--- src/rtl/seg7_scan_ctrl.sv ---
// Four-digit multiplexed 7-segment scanner with blanking gap, double-buffered digits and frame pulse.
// Optional macro SEG7_LEADING_ZERO_BLANK_EN suppresses leading zeros on digits 3..1.
module seg7_scan_ctrl #(
    parameter int unsigned DIV       = 16,
    parameter int unsigned BLANK_CYC = 2
) (
    input  logic        clk,
    input  logic        rst_n,
    input  logic        en,
    input  logic        load,
    input  logic [15:0] value,
    output logic [3:0]  an,
    output logic [6:0]  seg,
    output logic        frame_done
);

    typedef enum logic [1:0] {
        ST_IDLE  = 2'd0,
        ST_BLANK = 2'd1,
        ST_SHOW  = 2'd2
    } state_t;

    localparam logic [15:0] C_DIV_LAST   = 16'(DIV - 1);
    localparam logic [15:0] C_BLANK_LAST = 16'(BLANK_CYC - 1);
    localparam logic        C_HAS_BLANK  = (BLANK_CYC != 0);

    function automatic logic [6:0] seg_decode(input logic [3:0] bcd);
        logic [6:0] res;
        case (bcd)
            4'd0:    res = 7'b1111110;
            4'd1:    res = 7'b0110000;
            4'd2:    res = 7'b1101101;
            4'd3:    res = 7'b1111001;
            4'd4:    res = 7'b0110011;
            4'd5:    res = 7'b1011011;
            4'd6:    res = 7'b1011111;
            4'd7:    res = 7'b1110000;
            4'd8:    res = 7'b1111111;
            4'd9:    res = 7'b1111011;
            default: res = 7'b0000000;
        endcase
        return res;
    endfunction

    state_t      r_state;
    state_t      w_state_nxt;
    logic [15:0] r_cnt;
    logic [15:0] w_cnt_nxt;
    logic [1:0]  r_idx;
    logic [1:0]  w_idx_nxt;
    logic        w_apply;
    logic        w_frame_end;

    logic [15:0] r_active;
    logic [15:0] r_pend_val;
    logic        r_pend_flag;
    logic [15:0] w_pend_val;
    logic        w_pend_flag;
    logic        w_take_pend;
    logic [15:0] w_active_nxt;

    logic [3:0]  w_digit;
    logic        w_lz_blank;
    logic [3:0]  w_an_nxt;
    logic [6:0]  w_seg_nxt;

    logic [3:0]  r_an;
    logic [6:0]  r_seg;
    logic        r_frame_done;

    // Scan sequencing: slot counter runs 0..DIV-1, the first BLANK_CYC counts are the anode-off gap.
    always_comb begin
        w_state_nxt = r_state;
        w_cnt_nxt   = r_cnt;
        w_idx_nxt   = r_idx;
        w_apply     = 1'b0;
        w_frame_end = 1'b0;
        if (!en) begin
            w_state_nxt = ST_IDLE;
            w_cnt_nxt   = 16'd0;
            w_idx_nxt   = 2'd0;
        end else begin
            case (r_state)
                ST_IDLE: begin
                    w_state_nxt = C_HAS_BLANK ? ST_BLANK : ST_SHOW;
                    w_cnt_nxt   = 16'd0;
                    w_idx_nxt   = 2'd0;
                    w_apply     = 1'b1;
                end
                ST_BLANK: begin
                    w_cnt_nxt = r_cnt + 16'd1;
                    if (r_cnt == C_BLANK_LAST) begin
                        w_state_nxt = ST_SHOW;
                    end else begin
                        w_state_nxt = ST_BLANK;
                    end
                end
                ST_SHOW: begin
                    if (r_cnt == C_DIV_LAST) begin
                        w_cnt_nxt   = 16'd0;
                        w_idx_nxt   = r_idx + 2'd1;
                        w_state_nxt = C_HAS_BLANK ? ST_BLANK : ST_SHOW;
                        if (r_idx == 2'd3) begin
                            w_apply     = 1'b1;
                            w_frame_end = 1'b1;
                        end else begin
                            w_apply     = 1'b0;
                            w_frame_end = 1'b0;
                        end
                    end else begin
                        w_cnt_nxt = r_cnt + 16'd1;
                    end
                end
                default: begin
                    w_state_nxt = ST_IDLE;
                    w_cnt_nxt   = 16'd0;
                    w_idx_nxt   = 2'd0;
                end
            endcase
        end
    end

    // A load in the same cycle as an apply point is folded in, so the newest value wins.
    always_comb begin
        w_pend_val   = load ? value : r_pend_val;
        w_pend_flag  = load | r_pend_flag;
        w_take_pend  = w_apply & w_pend_flag;
        w_active_nxt = w_take_pend ? w_pend_val : r_active;
    end

    // Digit select plus optional leading-zero suppression, evaluated on the upcoming slot.
    always_comb begin
        w_digit    = 4'd0;
        w_lz_blank = 1'b0;
        case (w_idx_nxt)
            2'd0:    w_digit = w_active_nxt[3:0];
            2'd1:    w_digit = w_active_nxt[7:4];
            2'd2:    w_digit = w_active_nxt[11:8];
            2'd3:    w_digit = w_active_nxt[15:12];
            default: w_digit = 4'd0;
        endcase
`ifdef SEG7_LEADING_ZERO_BLANK_EN
        case (w_idx_nxt)
            2'd3:    w_lz_blank = (w_active_nxt[15:12] == 4'd0);
            2'd2:    w_lz_blank = (w_active_nxt[15:8] == 8'd0);
            2'd1:    w_lz_blank = (w_active_nxt[15:4] == 12'd0);
            default: w_lz_blank = 1'b0;
        endcase
`else
        w_lz_blank = 1'b0;
`endif
    end

    // Output drive computed from the next state so the pins change on the same edge as the FSM.
    always_comb begin
        w_an_nxt  = 4'b1111;
        w_seg_nxt = 7'b0000000;
        if (w_state_nxt == ST_SHOW) begin
            w_an_nxt  = ~(4'b0001 << w_idx_nxt);
            w_seg_nxt = w_lz_blank ? 7'b0000000 : seg_decode(w_digit);
        end else begin
            w_an_nxt  = 4'b1111;
            w_seg_nxt = 7'b0000000;
        end
    end

    // Scan state registers.
    always_ff @(posedge clk or negedge rst_n) begin
        if (!rst_n) begin
            r_state <= ST_IDLE;
            r_cnt   <= 16'd0;
            r_idx   <= 2'd0;
        end else begin
            r_state <= w_state_nxt;
            r_cnt   <= w_cnt_nxt;
            r_idx   <= w_idx_nxt;
        end
    end

    // Pending and active digit buffers.
    always_ff @(posedge clk or negedge rst_n) begin
        if (!rst_n) begin
            r_active    <= 16'd0;
            r_pend_val  <= 16'd0;
            r_pend_flag <= 1'b0;
        end else begin
            r_active    <= w_active_nxt;
            r_pend_val  <= w_pend_val;
            r_pend_flag <= w_take_pend ? 1'b0 : w_pend_flag;
        end
    end

    // Registered display outputs.
    always_ff @(posedge clk or negedge rst_n) begin
        if (!rst_n) begin
            r_an         <= 4'b1111;
            r_seg        <= 7'b0000000;
            r_frame_done <= 1'b0;
        end else begin
            r_an         <= w_an_nxt;
            r_seg        <= w_seg_nxt;
            r_frame_done <= w_frame_end;
        end
    end

    assign an         = r_an;
    assign seg        = r_seg;
    assign frame_done = r_frame_done;

endmodule

--- config.mk ---
export PLATFORM = sky130hd
export DESIGN_NAME = seg7_scan_ctrl
export DESIGN_NICKNAME = d
export VERILOG_FILES = /design/src/rtl/seg7_scan_ctrl.sv
export SDC_FILE = /design/constraint.sdc
export NUM_CORES = 1
export LEC_CHECK = 0
export ABC_AREA = 1
export ABC_CLOCK_PERIOD_IN_PS = 4700
export CAP_MARGIN = 20
export CORE_AREA = 3 3 75 84
export CTS_CLUSTER_SIZE = 14
export DETAILED_ROUTE_END_ITERATION = 16
export DIE_AREA = 0 0 78 87
export HOLD_SLACK_MARGIN = 0.12
export PLACE_DENSITY = 0.81
export SKIP_CTS_REPAIR_TIMING = 1
export SLEW_MARGIN = 5
export SYNTH_ARGS = -nofsm -noshare
export SYNTH_HDL_FRONTEND = slang
export SYNTH_SLANG_ARGS = --single-unit
--- constraint.sdc ---
create_clock -name clk -period 4.7 [get_ports clk]
set_input_delay 0.47 -clock clk [delete_from_list [all_inputs] [get_ports clk]]
set_output_delay 0.47 -clock clk [all_outputs]
set_load 0.01 [all_outputs]
# Yosys cells after proc, flatten, opt, wreduce, memory -nomap -nowiden
# Memory sizes are Yosys's and may differ from the RTL's.
# Cells that the tools add are included.
word_totals:
  ff_bits: 65
  rom_bits: 112
  mem_count: 1
memory_table:
  columns: ["memory", "depth", "width", "rd", "rd_clocked_by_memory_dff", "wr", "line", "rtl"]
  rows:
  - ["(no name shown)", 16, 7, 1, 0, 0, "29", "case (bcd)"]
classes:
  n_reduce_logical: 2
  shifts: 1
  n_mux: 22
  eq_ne: 9
  bitwise_logic: 3
  add_sub_neg: 2
op_table:
  columns: ["cell", "count"]
  rows:
  - ["16-bit 2-to-1 mux", 4]
  - ["16-bit one-hot mux with 2 select lines", 1]
  - ["16-bit by 1-bit adder with 16-bit output (second input constant)", 1]
  - ["16-bit by 1-bit equality test with 1-bit output (second input constant)", 1]
  - ["16-bit by 4-bit equality test with 1-bit output (second input constant)", 1]
  - ["4-bit one-hot mux with 4 select lines", 1]
  - ["2-bit equality test (second input constant)", 5]
  - ["2-bit 2-to-1 mux", 5]
  - ["7-bit 2-to-1 mux", 1]
  - ["1-bit 2-to-1 mux", 6]
  - ["2-bit one-hot mux with 3 select lines", 1]
  - ["2-bit by 1-bit equality test with 1-bit output (second input constant)", 2]
  - ["2-bit zero test", 2]
  - ["4-bit 2-to-1 mux", 1]
  - ["4-bit NOT", 1]
  - ["2-bit one-hot mux with 2 select lines", 1]
  - ["1-bit by 2-bit << shifter with 4-bit output (first input constant)", 1]
  - ["2-bit by 1-bit adder with 2-bit output (second input constant)", 1]
  - ["1-bit one-hot mux with 2 select lines", 1]
  - ["1-bit AND", 1]
  - ["1-bit OR", 1]

# Logic depth before layout (Yosys ltp)
# An unclocked memory read counts as a cell.
depth:
  ltp_word: 10
  mapped_depth: 20

# Worst setup path after synthesis
# Ideal clock, no wire load.
synth_path:
  kind: "flip-flop to flip-flop"
  from: "register r_cnt[0]"
  to: "register r_seg[0], in the netlist seg[0]"
  period_less_slack_ns: 2.353
  setup_time_ns: 0.070
  path_slack_ns: 2.347
  path_stages_with_launch: 20
  arrival_ns: 2.283
  path_cell_list: "dfrtp_1 ha_1 nand3_2 nor2_4 nand4_4 nand2_8 nand2_8 buf_8 nand2_1 nand2_1 nand2_1 nand3_1 nor2_2 inv_1 ha_1 inv_1 nand2_1 nand2_1 nor2_1 nor2_2"
synth_via:
  elab_chain_len: 9
synth_rtl:
  columns: ["item", "line", "rtl"]
  rows:
  - ["start: declaration", "47", "logic [15:0] r_cnt;"]
  - ["start signal: assignment", "175", "r_cnt <= w_cnt_nxt;"]
  - ["16-bit by 4-bit equality test with 1-bit output", "99", "if (r_cnt == C_DIV_LAST) begin"]
  - ["1-bit 2-to-1 mux", "99", null]
  - ["1-bit one-hot mux with 2 select lines", "83", "case (r_state)"]
  - ["1-bit 2-to-1 mux", "78", "if (!en) begin"]
  - ["1-bit AND", "127", "w_take_pend = w_apply & w_pend_flag;"]
  - ["16-bit 2-to-1 mux", "128", "w_active_nxt = w_take_pend ? w_pend_val : r_active;"]
  - ["net w_active_nxt[4]", "60", "logic [15:0] w_active_nxt;"]
  - ["4-bit one-hot mux with 4 select lines", "135", "case (w_idx_nxt)"]
  - ["memory 16 x 7 bit", null, null]
  - ["7-bit 2-to-1 mux", "158", "if (w_state_nxt == ST_SHOW) begin"]
  - ["net w_seg_nxt[0]", "65", "logic [6:0] w_seg_nxt;"]
  - ["end signal: assignment", "201", "r_seg <= w_seg_nxt;"]
  - ["end: declaration", "68", "logic [6:0] r_seg;"]
# The timed path passes the listed nets, and every way through them passes these cells.

# Worst setup path after layout
layout_path:
  from: "input port load"
  to: "register r_seg[3], in the netlist seg[3]"
layout_via:
  elab_chain_len: 6
layout_rtl:
  columns: ["item", "line", "rtl"]
  rows:
  - ["start: declaration", "10", "input logic load,"]
  - ["1-bit OR", "126", "w_pend_flag = load | r_pend_flag;"]
  - ["1-bit AND", "127", null]
  - ["16-bit 2-to-1 mux (*)", "128", null]
  - ["4-bit one-hot mux with 4 select lines (*)", "135", null]
  - ["memory 16 x 7 bit (*)", null, null]
  - ["7-bit 2-to-1 mux (*)", "158", null]
  - ["net w_seg_nxt[3]", "65", null]
# The timed path passes the listed nets; every way through them passes the cells marked *.

==> results.json <==
{
  "synth.avg_cell_area_um2": 8.738,
  "rows": 28,
  "synthXorXnorAreaFrac": 0.01063,
  "ant_nets": 0,
  "synth_warnings": 0,
  "status": "finished, final reports clean",
  "synth-compound-area-share": 0.04406,
  "max_cap_viol_count": 0,
  "die-height_um": 87,
  "cp_max_fo": 17,
  "crit_type": "input pin to flip-flop",
  "start_util": 0.6028,
  "vias_per_cell": 4.949,
  "synthMuxAreaShare": 0.003038,
  "fill_cells": 436,
  "drtPass1Iterations": 5,
  "synthTopCellsByArea": "dfrtp_1, nand2_1, inv_1",
  "synthFlopType": "dfrtp_1",
  "cp-start-kind": "input pin",
  "final_util": 0.7113,
  "tightestPinTransition_ns": 0.7933,
  "die_w_um": 78,
  "cts_buffers": 9,
  "hold_viol": 0,
  "ioPinCount": 32,
  "drv_slew": 0,
  "leakagePower_nw": 1.960,
  "final_nets": 447,
  "hp-class": "input pin to asynchronous set/reset pin",
  "antennaDiodeCount": 0,
  "wirelength_um": 6289,
  "cts_tree": "done",
  "clk_pin_slew_ns": 0.08,
  "yosysTopAreaCell": "dfrtp_1",
  "fin_skew_ns": 0.007699,
  "final_cells": 495,
  "die_area_mm2": 0.006786,
  "setup_viol": 0,
  "dp_hpwl_um": 4499,
  "synth_nets": 409,
  "root_buffer": "clkbuf_8",
  "cts_max_level": 3,
  "post_dp_cell_area_mm2": 0.003669,
  "yosysSeqAreaShare": 0.4953,
  "max_freq_ghz": 0.3219,
  "relSlewSlack": 0.4711,
  "syn_area_mm2": 0.003294,
  "synth_top_area_frac": 0.4633,
  "clk_latency_ns": 0.35,
  "yosysUniqueCellTypes": 38,
  "area_delta_synth_final_pct": 18.00,
  "timing.setup.tns_ns": 0,
  "core_area_mm2": 0.005465,
  "grt_overflow": 0,
  "vias": 2450,
  "grt_pass1_wl_um": 10980,
  "ys_ff_latch": 65,
  "synthSimpleGateAreaFrac": 0.3357,
  "fin_crit_ns": 3.106,
  "synth_top_family_by_area": "simple AND/OR/NAND/NOR gates",
  "drive_gt1_frac": 0.1714,
  "period_share": 0.6609,
  "place_inst": 479,
  "grt_max_degree": 66,
  "ir_drop_mv": 0.2733,
  "fin_area_mm2": 0.003887,
  "synth-adder-area-share": 0.04558,
  "worstPathArrival_ns": 3.39,
  "antenna_found_initial": 0,
  "clockBufferDepth": 2,
  "grt_setup_unrepaired": "no",
  "drc": 0,
  "port_buffers": 31,
  "place_congestion": 0.8093,
  "grt_pass1_vias": 2466,
  "crit_path_end_kind": "flip-flop",
  "crit_required_ns": 4.99,
  "wl_per_cell_um": 12.71,
  "syn_inst": 377,
  "drt-initial-drc-count": 105,
  "pwr_density_cell_mw_per_mm2": 345.2,
  "cts.sinks": 65,
  "synth_edf_count": 0,
  "gr-usage-all-layers": 0.2094,
  "synthArstFlopShare": 1.000
}
layer usage:
layer  part of all wire  wire length (um)  global-route usage
met1               0.44              2792              0.2549
met2               0.51              3202              0.3590
met3              0.033               207             0.05590
met4              0.014                87             0.07631
met5                  0                 0                   0
cells in the final DEF, fill, tap and decap left out, types with 2 or more instances in the layout:
cell,synthesis,layout
nor2_1,35,35
o21ai_0,6,6
clkinv_4,0,2
dfrtp_1,61,61
nand4_1,2,2
nand2_1,107,107
inv_2,2,2
xor2_1,3,3
o21a_1,2,2
ha_1,12,12
clkinv_2,0,2
clkdlybuf4s50_1,0,30
or2_2,4,4
a31oi_1,3,3
a21oi_1,7,7
inv_1,47,47
nand2_4,5,5
nor3_1,4,4
clkbuf_8,0,9
o21ai_1,2,2
nor2_4,4,4
nand3_2,5,5
nor2_2,14,14
nand2_2,8,8
dfstp_2,4,4
bufinv_16,0,2
nor3b_1,5,5
nand2_8,2,2
nand3_1,17,17
registers in the layout (all words and copies together), names as in the netlist:
register,count
an,4
frame_done,1
r_active,16
r_cnt,16
r_idx,2
r_pend_flag,1
r_pend_val,16
r_state,2
seg,7
cell usage after synthesis, types with 6 or more instances:
library cell	number
a21oi_1	7
dfrtp_1	61
ha_1	12
inv_1	47
nand2_1	107
nand2_2	8
nand3_1	17
nor2_1	35
nor2_2	14
o21ai_0	6
layout make-up:
class,count,area [um2],area share
clock buffer,9,123.9,0.03186
clock inverter,7,95.09,0.02446
inverter,49,183.9,0.04731
multi-input combinational,258,1446,0.3721
sequential,65,1632,0.4197
tap,75,93.84,0.02414
timing repair buffer,32,312.8,0.08046
cell families after synthesis:
family	count (synthesis)
compound gates	24
xor+xnor	4
fa+ha+maj	12
buf+inv	54
flops	65
mux	1
simple gates	217
metrics by stage:
stage                     setup slack, ns  hold slack [ns]  power [mW]
after CTS                           1.595           0.3163       1.352
final                               1.594           0.2937       1.342
after global routing                1.267           0.3515       1.413
after floorplan                     2.347           0.1744      0.7698
after detailed placement            1.230           0.4612      0.8287
after global placement              1.337           0.4567      0.8216
report_power, final:
group          switching (mW)  internal (mW)
combinational           0.132         0.0722
clock                   0.223          0.298
sequential             0.0135          0.603
total                   0.369          0.973
worst max-delay path, cell delays in order:
cell and delay [ns]:
clkdlybuf4s50_1 0.83, inv_1 0.41, or2_2 0.38, o21ai_0 0.10, nand3_1 0.11, nand2_1 0.09
nor2_1 0.04, nor2_1 0.10, nand2_1 0.08, nand2_2 0.12, inv_1 0.08, ha_1 0.26
nor2_1 0.17, nor2_1 0.08, nor2_2 0.07
path summary, 6_finish.rpt:
kind                               start  cells past startpoint  slack (ns)       endpoint
max reg2reg                     r_cnt[0]                     19        2.02         seg[0]
min in group clk           r_pend_val[7]                      2        0.47  r_pend_val[7]
max                                 load                     15        1.59         seg[3]
max in group asynchronous          rst_n                      2        3.89         seg[0]
min reg2reg                r_pend_val[7]                      2        0.47  r_pend_val[7]
min                                rst_n                      2        0.29       r_cnt[2]
Note: power is estimated with default switching activity, not from simulation.
